--- src/rtl/mux_41_conditional.sv ---
// -----------------------------------------------------------------------------
// mux_41_conditional
//
// Purpose:
//   A 4:1 single-bit multiplexer with a registered observation path.
//   - The combinational output follows in[select] with no clock latency.
//   - One clock later, the output and select are captured into registers.
//   - A saturating counter records how many times the registered output
//     changed value.
//
// Ports:
//   clk        : in  1       rising-edge clock for all registers
//   rst_n      : in  1       asynchronous active-low reset (registers only)
//   in         : in  4       data inputs, bit i chosen when select == i
//   select     : in  2       unsigned index of the chosen data bit
//   out        : out 1       combinational selected bit
//   out_q      : out 1       registered copy of out (1-cycle latency)
//   sel_q      : out 2       registered copy of select (1-cycle latency)
//   toggle_cnt : out CNT_W   saturating count of out_q transitions
// -----------------------------------------------------------------------------
module mux_41_conditional #(
    parameter int CNT_W = 8
) (
    input  logic             clk,
    input  logic             rst_n,
    input  logic [3:0]       in,
    input  logic [1:0]       select,
    output logic             out,
    output logic             out_q,
    output logic [1:0]       sel_q,
    output logic [CNT_W-1:0] toggle_cnt
);

    localparam logic [CNT_W-1:0] CNT_MAX = {CNT_W{1'b1}};

    // Increment that sticks at the all-ones value instead of wrapping to 0.
    function automatic logic [CNT_W-1:0] sat_inc(input logic [CNT_W-1:0] v);
        return (v == CNT_MAX) ? v : v + 1'b1;
    endfunction

    // An unknown select indexes out of range in a 4-state simulator and
    // yields X, so no data bit is silently substituted for a bad select.
    assign out = in[select];

    // The value about to be captured differs from the one currently held.
    // Right after reset out_q is 0, so a first capture of 1 counts.
    logic toggle;
    assign toggle = out ^ out_q;

    // ---- capture stage: out/select sampled, transition counted ----
    always_ff @(posedge clk or negedge rst_n) begin
        if (!rst_n) begin
            out_q      <= 1'b0;
            sel_q      <= 2'b00;
            toggle_cnt <= '0;
        end else begin
            out_q <= out;
            sel_q <= select;
            if (toggle) begin
                toggle_cnt <= sat_inc(toggle_cnt);
            end
        end
    end

endmodule

--- config.mk ---
export PLATFORM = sky130hd
export DESIGN_NAME = mux_41_conditional
export DESIGN_NICKNAME = d
export VERILOG_FILES = /design/src/rtl/mux_41_conditional.sv
export SDC_FILE = /design/constraint.sdc
export NUM_CORES = 1
export LEC_CHECK = 0
export CAP_MARGIN = 20
export CORE_UTILIZATION = 36
export DETAILED_ROUTE_END_ITERATION = 12
export HOLD_SLACK_MARGIN = 0.12
export PLACE_DENSITY = 0.71
export SLEW_MARGIN = 5
export SYNTH_ARGS = -nofsm -noshare
export SYNTH_HDL_FRONTEND = slang
export SYNTH_SLANG_ARGS = --single-unit
--- constraint.sdc ---
create_clock -name clk -period 1.4 [get_ports clk]
set_input_delay 0.28 -clock clk [delete_from_list [all_inputs] [get_ports clk]]
set_output_delay 0.28 -clock clk [all_outputs]
set_load 0.05 [all_outputs]
==> results.ini <==
[clock_network]
cts_sinks=11
cts_buffers=3
cts_tree=done
clock_latency_ps=280
clk_path_buf_depth=2
path_clk_slew_ps=80
clockRootBuffer=clkbuf_4
htreeDepth=1

[route]
drtAntennaViolNets=0
drtIter0Drc=4
vias_per_cell=5.06
drt_first_pass_iters=2
drc_errors=0
num_vias=471
wirelength_um=1530
wl_per_cell_um=16.5

[setup_path]
end_kind=register
arrival_ps=1680
required_ps=1570
reg2reg_from=toggle_cnt[0]
start_kind=input port
slowest_stage=mux4_2
worstSetupPathType=input port to register
cpPeakStageDelay_ps=560
critical_path.cell_chain=buf_8 > mux4_2 > xnor2_4 > nor4_2 > mux2_2
cp-startpoint=select[0]
crit_fanout=7

[place]
port_buffers=19
place_inst=88
hpwl_um=1040
routabilityCongestion=0.723
dpl_cell_area_um2=958
preCtsSetupSlack_ps=-842

[flow_run]
cap_violations=0

[floorplanning]
dieArea_um2=1570
pin_count=20
initial_core_util=0.390
die_w_um=39.6
rows=13
die_h_um=39.6
core_region_area_um2=1300

[global_routing]
grt_use_met2=0.434
antenna_found_initial=0
top_usage_layer=met2
grt_use_total=0.238
grt_max_degree=12
met1_usage=0.275
grt_pass1_wl_um=2380
grt_pass1_vias=507
met3_usage=0.0568
grt_overflow=0

[worst_hold_path]
min-delay-start=select[1]
hold_class=input port to register

[power]
power_density_nw_per_um2=2410
peakVddDrop_mv=2.48
leakage_uw=0.000480

[sta]
finalHoldViolations=0
finalSetupViolCount=8
max_freq_mhz=662
rsz0062_at_grt=yes
relSlewSlack=0.745
fin_crit_ps=1510
worstMarginPinSlew_ps=383
fin_skew_ps=9.90
drv_slew=0
fin_crit_sh=1.08
fin_ws_ps=-111

[outcome]
status=complete, but fails checks
violations=setup timing

[yosys]
synth_fa_ha_area_frac=0.0246
synth_top_family_by_area=simple AND/OR/NAND/NOR gates
avgSynthCellArea_um2=13.0
netlist_area_um2=508
synth_simple_gate_area_frac=0.172
yosysSeqAreaShare=0.542
yosysUniqueCellTypes=16
muxShareOfSynthArea=0.118
synth_xor_area_frac=0.123
yosysWarnings=0
ys_seq_elements=11
synth_fp_nets=48
synthCells=39
synth_compound_area_frac=0.0197

[cells_and_area]
antenna_cells=0
finalInstanceArea_um2=1070
nets=88
layout.cells.non_filler=93
area_growth_pct=111
final_cell_mix=buf_4, buf_12, dfrtp_1, nand2_1, dfrtp_2
final_core_util=0.825
fillers=78
final_common_cell=buf_4
drive_gt1_frac=0.718

## flip-flops by register name, indices dropped and copies added, names as in the netlist
| signal | flops |
|---|---|
| toggle_cnt | 8 |
| sel_q | 2 |
| out_q | 1 |
## stage by stage
step | total power, uW | hold WS (ps) | setup TNS [ps]
6_report | 2590 | 250 | -641
3_5_place_dp | 2190 | 564 | -7100
3_3_place_gp | 2150 | 560 | -6690
4_1_cts | 2520 | 285 | -436
5_1_grt | 2700 | 262 | -1030
2_1_floorplan | 1280 | -15.6 | -2830
## report_power, final
part | total [uW] | internal [uW] | leakage (uW) | switching [uW]
Combinational | 1790 | 909 | 0.000336 | 885
Clock | 226 | 106 | 0.0000177 | 120
Sequential | 567 | 451 | 0.000127 | 116
Total | 2590 | 1470 | 0.000480 | 1120
## critical path, delay by kind of cell
kind          cells  cell delay [ps]
xor+xnor          1              230
buf+inv           1               70
mux               2              920
simple gates      1              170
## Yosys cell counts (all sizes together)
master / n / area [um^2]
nor2b: 1 / 6.26
nand3: 2 / 10.0
xor2: 4 / 35.0
nand2: 6 / 22.5
mux2: 3 / 37.5
mux4: 1 / 22.5
ha: 1 / 12.5
o32a: 1 / 10.0
nor4: 2 / 12.5
nor4b: 1 / 8.76
nor2: 1 / 6.26
xnor2: 1 / 27.5
dfrtp: 11 / 275
nand2b: 1 / 6.26
nor3: 3 / 15.0
## final cells by class
cell class | count | area (um^2) | area share
clock buffer | 3 | 22.5 | 0.0210
clock inverter | 1 | 5.00 | 0.00466
tap | 15 | 18.8 | 0.0175
multi-input combinational | 28 | 315 | 0.294
timing repair buffer | 35 | 430 | 0.401
sequential | 11 | 282 | 0.262
## metal layers
layer | vias to the layer above | routed length [um]
met5 | - | 0
met4 | 0 | 10
met3 | 2 | 55
met2 | 18 | 849
met1 | 234 | 616
li1 | 217 | -
## final timing paths
path	to	slack (ps)	cells past startpoint
hold / removal	sel_q[1]	250	1
setup reg to reg	toggle_cnt[7]	-90	4
min in group asynchronous	toggle_cnt[7]	300	2
setup / recovery	toggle_cnt[7]	-110	5
max in group asynchronous	toggle_cnt[3]	920	2
hold reg to reg	toggle_cnt[4]	590	2
## cell families (layout without fill, tap and decap cells)
| kind of cell | after synthesis | count (layout) |
|---|---|---|
| buffers and inverters | 0 | 39 |
| adder cells (fa/ha/maj) | 1 | 1 |
| flip-flops | 11 | 11 |
| multiplexers | 4 | 4 |
| XOR/XNOR | 5 | 5 |
| AND/OR/NAND/NOR | 17 | 17 |
| AO/OA/AOI/OAI | 1 | 1 |
## what timing repair did
item                                    4_1_cts  5_1_grt
gates resized for setup                      31        8
pin swaps                                     2        4
endpoints found under the hold margin         1        0
endpoints found under the setup margin        9        9
buffers inserted                              1        0
hold buffers                                  1        0
No activity file was read; power rests on OpenSTA's default activity.
